[config.mk]
export PLATFORM = sky130hd
export DESIGN_NAME = vdc_frame_capture
export DESIGN_NICKNAME = d
export VERILOG_FILES = /design/src/rtl/vdc_frame_capture.sv
export SDC_FILE = /design/constraint.sdc
export NUM_CORES = 1
export LEC_CHECK = 0
export BUFFER_PORTS_ARGS = -buffer_cell sky130_fd_sc_hd__buf_2
export CORE_ASPECT_RATIO = 1.4
export CORE_MARGIN = 4
export CORE_UTILIZATION = 44
export CTS_CLUSTER_DIAMETER = 80
export DETAILED_ROUTE_END_ITERATION = 10
export HOLD_SLACK_MARGIN = 0.05
export MAX_ROUTING_LAYER = met4
export PLACE_DENSITY = 0.71
export SYNTH_ARGS = -nofsm -noshare
export SYNTH_HDL_FRONTEND = slang
export SYNTH_SLANG_ARGS = --single-unit
[constraint.sdc]
create_clock -name CLK -period 3.48 [get_ports CLK]
set_input_delay 0.174 -clock CLK [delete_from_list [all_inputs] [get_ports CLK]]
set_output_delay 0.174 -clock CLK [all_outputs]
set_load 0.01 [all_outputs]
[src/rtl/vdc_frame_capture.sv]
// vdc_frame_capture
//   Video sink for the epochtv1 VDC. Samples DE/HS/VS/RGB on the pixel clock
//   enable, measures per-frame timing, folds every active pixel into a 32-bit
//   rotate-xor signature, and publishes the results on each VS leading edge.
//
// Ports
//   CLK        in   system clock
//   RESB       in   synchronous active-low reset
//   CE         in   pixel clock enable (inputs sampled only when CE=1)
//   DE         in   active-video enable
//   HS         in   horizontal sync (active level HS_POL)
//   VS         in   vertical sync (active level VS_POL)
//   RGB        in   {R,G,B} pixel, valid when DE=1
//   FRAME_DONE out  one-CLK strobe, result outputs change in this cycle
//   ACT_W      out  active pixels on the first active line of the frame
//   ACT_H      out  active lines in the frame
//   HTOTAL     out  CE cycles between the last two HS leading edges
//   VTOTAL     out  HS leading edges in the frame
//   SIG        out  pixel signature of the frame
//   FRAME_CNT  out  frames published since reset (wraps)
//   WIDTH_ERR  out  some active line differed in length from ACT_W
module vdc_frame_capture #(
    parameter int   CW     = 12,
    parameter logic HS_POL = 1'b0,
    parameter logic VS_POL = 1'b0
) (
    input  logic          CLK,
    input  logic          RESB,
    input  logic          CE,
    input  logic          DE,
    input  logic          HS,
    input  logic          VS,
    input  logic [23:0]   RGB,
    output logic          FRAME_DONE,
    output logic [CW-1:0] ACT_W,
    output logic [CW-1:0] ACT_H,
    output logic [CW-1:0] HTOTAL,
    output logic [CW-1:0] VTOTAL,
    output logic [31:0]   SIG,
    output logic [15:0]   FRAME_CNT,
    output logic          WIDTH_ERR
);

    localparam logic [CW-1:0] C_ONE = {{(CW-1){1'b0}}, 1'b1};

    typedef enum logic {S_SYNC, S_RUN} state_t;

    state_t r_state;
    state_t w_state_nxt;

    // Previous-sample registers (raw input levels)
    logic r_de_prev;
    logic r_hs_prev;
    logic r_vs_prev;

    // Per-frame accumulators
    logic [31:0]   r_sig;
    logic [CW-1:0] r_pix;
    logic [CW-1:0] r_wref;
    logic [CW-1:0] r_h;
    logic [CW-1:0] r_ht;
    logic [CW-1:0] r_v;
    logic          r_err;
    logic          r_first;
    logic [CW-1:0] r_hcnt;

    // Accumulator values including the current sample
    logic [31:0]   w_sig_nxt;
    logic [CW-1:0] w_pix_nxt;
    logic [CW-1:0] w_wref_nxt;
    logic [CW-1:0] w_h_nxt;
    logic [CW-1:0] w_ht_nxt;
    logic [CW-1:0] w_v_nxt;
    logic          w_err_nxt;
    logic          w_first_nxt;

    logic w_hs_lead;
    logic w_vs_lead;
    logic w_de_fall;
    logic w_frame_start;
    logic w_publish;
    logic w_accum;

    function automatic logic [CW-1:0] sat_inc(input logic [CW-1:0] x);
        return (&x) ? x : x + C_ONE;
    endfunction

    assign w_hs_lead = (HS == HS_POL) && (r_hs_prev != HS_POL);
    assign w_vs_lead = (VS == VS_POL) && (r_vs_prev != VS_POL);
    assign w_de_fall = r_de_prev && !DE;

    // FSM: state register
    always_ff @(posedge CLK) begin
        if (!RESB) begin
            r_state <= S_SYNC;
        end else begin
            r_state <= w_state_nxt;
        end
    end

    // FSM: next state
    always_comb begin
        w_state_nxt = r_state;
        if (CE && w_vs_lead && (r_state == S_SYNC)) begin
            w_state_nxt = S_RUN;
        end
    end

    // FSM: outputs. The first VS edge out of SYNC only opens a frame.
    always_comb begin
        w_frame_start = 1'b0;
        w_publish     = 1'b0;
        w_accum       = 1'b0;
        if (CE) begin
            w_frame_start = w_vs_lead;
            w_publish     = w_vs_lead && (r_state == S_RUN);
            w_accum       = (r_state == S_RUN);
        end
    end

    // Accumulator update for the current sample. Publishing uses these
    // values so that a DE fall or HS edge coinciding with the VS edge is
    // counted into the closing frame.
    always_comb begin
        w_sig_nxt   = r_sig;
        w_pix_nxt   = r_pix;
        w_wref_nxt  = r_wref;
        w_h_nxt     = r_h;
        w_ht_nxt    = r_ht;
        w_v_nxt     = r_v;
        w_err_nxt   = r_err;
        w_first_nxt = r_first;

        if (DE) begin
            w_sig_nxt = {r_sig[30:0], r_sig[31]} ^ {8'h00, RGB};
            w_pix_nxt = sat_inc(r_pix);
        end

        if (w_de_fall) begin
            if (r_first) begin
                w_wref_nxt = r_pix;
            end else if (r_pix != r_wref) begin
                w_err_nxt = 1'b1;
            end
            w_h_nxt     = sat_inc(r_h);
            w_pix_nxt   = '0;
            w_first_nxt = 1'b0;
        end

        if (w_hs_lead) begin
            w_ht_nxt = r_hcnt;
            w_v_nxt  = sat_inc(r_v);
        end
    end

    always_ff @(posedge CLK) begin
        if (!RESB) begin
            r_de_prev  <= 1'b0;
            r_hs_prev  <= ~HS_POL;
            r_vs_prev  <= ~VS_POL;
            r_sig      <= '0;
            r_pix      <= '0;
            r_wref     <= '0;
            r_h        <= '0;
            r_ht       <= '0;
            r_v        <= '0;
            r_err      <= 1'b0;
            r_first    <= 1'b1;
            r_hcnt     <= '0;
            FRAME_DONE <= 1'b0;
            ACT_W      <= '0;
            ACT_H      <= '0;
            HTOTAL     <= '0;
            VTOTAL     <= '0;
            SIG        <= '0;
            FRAME_CNT  <= '0;
            WIDTH_ERR  <= 1'b0;
        end else begin
            FRAME_DONE <= w_publish;

            // The line-period counter runs in every state so HTOTAL is
            // already meaningful for the first published frame.
            if (CE) begin
                r_de_prev <= DE;
                r_hs_prev <= HS;
                r_vs_prev <= VS;
                r_hcnt    <= w_hs_lead ? C_ONE : sat_inc(r_hcnt);
            end

            if (w_frame_start) begin
                r_sig   <= '0;
                r_pix   <= '0;
                r_wref  <= '0;
                r_h     <= '0;
                r_ht    <= '0;
                r_v     <= '0;
                r_err   <= 1'b0;
                r_first <= 1'b1;
            end else if (w_accum) begin
                r_sig   <= w_sig_nxt;
                r_pix   <= w_pix_nxt;
                r_wref  <= w_wref_nxt;
                r_h     <= w_h_nxt;
                r_ht    <= w_ht_nxt;
                r_v     <= w_v_nxt;
                r_err   <= w_err_nxt;
                r_first <= w_first_nxt;
            end

            if (w_publish) begin
                ACT_W     <= w_wref_nxt;
                ACT_H     <= w_h_nxt;
                HTOTAL    <= w_ht_nxt;
                VTOTAL    <= w_v_nxt;
                SIG       <= w_sig_nxt;
                WIDTH_ERR <= w_err_nxt;
                FRAME_CNT <= FRAME_CNT + 16'd1;
            end
        end
    end

endmodule

==> metrics.txt <==
run status=completed; Placed Cells incl. Taps=1489; Vias=8782; core area=0.0214 mm2; Mapped Cells=roughly 1100; Site Rows=63; Max Slew Vio Count=0; Synth Register Bits=around 210; actual slew at the worst max-slew pin=~0.96 ns; Synth top area share=0.434; Starting DRT DRC Count=450; Clock transition at path regs=0.06 ns; Period minus WS final=2.36 ns; commonest cells in the netlist=208 x dfxtp_1, 136 x nand2_1, 134 x nor2_1; Max-cap violations=0; Root Driver=clkbuf_16; die area=0.0243 mm2; CP max FO=65; Routed Wire Length=24.4 mm; number of I/O port buffers=127; CP Capture Type=flop; worst min path class=in2reg; Seq/Total Area, Yosys=0.434; maximum buffer depth of the clock tree=3; EDFF count, synth=0; ratio of cells with drive above 1 in the final layout=0.157; crit path launch type=input pin; fin crit share=0.679; GRT overflow=0; Req. time, crit path=around 4 ns; Setup violations, final=0; RSZ-0062 raised after global routing=no; final hold slack=between 0.09 and 0.1 ns; TritonRoute pass-1 iters=5; WHS Path Cells=2; wire per inst=15.7 um; post-synth top area cell=dfxtp_1; DP Area=around 0.010 mm2; setup_tns=0 ns; vias in the first global route=8302; Die Y=183 um; R2R depth=5; # DRC=0; relative slew slack=0.353; CP Cell Sequence=dlygate4sd3_1, buf_2, buf_4, nand4_1, nor3_1, o21ai_0, a21oi_1; clock sinks=208; Initial Util=0.450; Max Used Layer=met4; DR WL met3=1.34 mm; Worst path slowest cell=nor3_1; predominant post-synthesis flop cell=dfxtp_1; Power Dens Cells=467 mW/mm2; CTS Buf Count=23; DR vias/cell=approximately 5.7; DR WL met2=about 12 mm; global-route wire length before repair=40.9 mm; critical path type=in2reg; pin count of the biggest net entering global routing=between 60 and 70; Mapped Area=between 0.009 and 0.01 mm2; fmax=approximately 420 MHz; dominant cells by area after synthesis=dfxtp_1 43%, a21oi_1 5.8%, a211oi_1 5.6%; Finished Layout Cells=between 1500 and 2000; area grow syn2layout=18.2%; synthesized netlist net count=approximately 1200; Final Hold Fails=0; hpwl dp=about 16 mm; design area=0.0114 mm2; Post-CTS Setup Inserts=0; VDD IR max=about 0.44 mV; M1 WL=between 10 and 15 mm; Mapped Avg Cell Area=between 8 and 9 um2; antenna violations before repair=0; LEAKAGE=approximately 4.0 nW; Synth async-reset ratio=0; TritonCTS clock tree=yes; Antenna Cells=0; most common cell in the synthesized netlist=dfxtp_1; GPL Wtd Cong=just over 0.9; IO Count=128; post-route ant nets=0; Cell variety after synth=between 60 and 70; Fin Clk Skew=0.00988 ns; H-tree levels=1; slowest stage delay, CP=0.64 ns; crit path DAT=2.79 ns; Synth Warn #=0; clk_lat worst skew=around 0.51 ns; GRT Util Overall=0.201; Nets=roughly 1300; Die Wd=around 130 um
cells in the final DEF, fill, tap and decap left out, types with 28 or more instances in the layout:
cell / Yosys / layout
mux2i_1: 29 / 29
o21ai_0: 41 / 41
buf_2: 26 / 127
o31ai_1: 32 / 32
nand2_1: 136 / 136
nand3_1: 28 / 28
or4_1: 29 / 29
xnor2_1: 37 / 37
a211oi_1: 72 / 72
dfxtp_1: 208 / 208
a21oi_1: 111 / 111
nor2_1: 134 / 134
power breakdown:
part / internal, mW / switching (mW) / total, mW
Sequential: 2.42 / 0.0269 / 2.44
Combinational: 0.114 / 0.193 / 0.308
Clock: 1.57 / 0.984 / 2.55
Total: 4.10 / 1.20 / 5.30
layout make-up:
cell class / instances / area [um2]
fill: 1939 / 10000
multi-input combinational: 833 / 4970
sequential: 208 / 4160
timing repair buffer: 163 / 996
clock buffer: 33 / 673
tap: 292 / 365
clock inverter: 7 / 126
inverter: 14 / 52.6
cells by family (layout without fill, tap and decap cells):
family,Yosys count,count (layout),synth area share
DFF,208,208,0.434
and+or+nand+nor,439,439,0.228
buffers and inverters,106,217,0.0491
AOI/OAI and AO/OA,314,314,0.211
adders and majority gates,5,5,0.00651
muxes,29,29,0.0302
xor gates and xnor gates,46,46,0.0419
routing by layer:
metal  track usage  up-vias
met5             -        -
met4        0.0611        0
met3        0.0313       38
met2         0.345      220
met1         0.244     4161
li1              -     4363
per-stage QoR:
step / power, mW / utilization / setup WS [ns]
finish: 5.30 / 0.531 / 1.12
floorplan: 2.68 / - / 1.70
global placement: 2.78 / 0.484 / 1.30
global route: 5.50 / 0.531 / 0.897
detailed placement: 2.78 / 0.484 / 1.23
CTS: 5.36 / 0.531 / 1.22
worst paths after layout:
check | start | slack (ns) | endpoint
min reg2reg | r_ht[9]$_SDFFE_PP0P_ | 0.45 | r_ht[9]$_SDFFE_PP0P_
min | RESB | 0.1 | r_hs_prev$_SDFFE_PN1P_
max | DE | 1.12 | r_pix[5]$_SDFFE_PP0P_
max reg2reg | r_h[0]$_SDFFE_PP0P_ | 1.26 | ACT_H[3]$_SDFFE_PN0P_
flip-flops by register name, summed over array words and instances, names as in the netlist:
signal,count
WIDTH_ERR,1
ACT_H,12
r_h,12
r_hcnt,12
VTOTAL,12
FRAME_DONE,1
r_state,1
r_ht,12
r_de_prev,1
r_wref,12
r_vs_prev,1
r_sig,32
r_err,1
SIG,32
ACT_W,12
HTOTAL,12
FRAME_CNT,16
r_hs_prev,1
r_v,12
r_first,1
r_pix,12
worst max-delay path, delay by kind of cell:
family | cells | cell delay, ns
and+or+nand+nor | 2 | 0.94
AOI/OAI and AO/OA | 2 | 0.34
buffers and inverters | 3 | 1.32
timing repair:
item | 4_1_cts | 5_1_grt
setup endpoints to repair | 0 | 0
gates resized for setup | 0 | 0
endpoints found under the hold margin | 21 | 0
hold buffers | 21 | 0
Power figures use the tool's default switching activity.
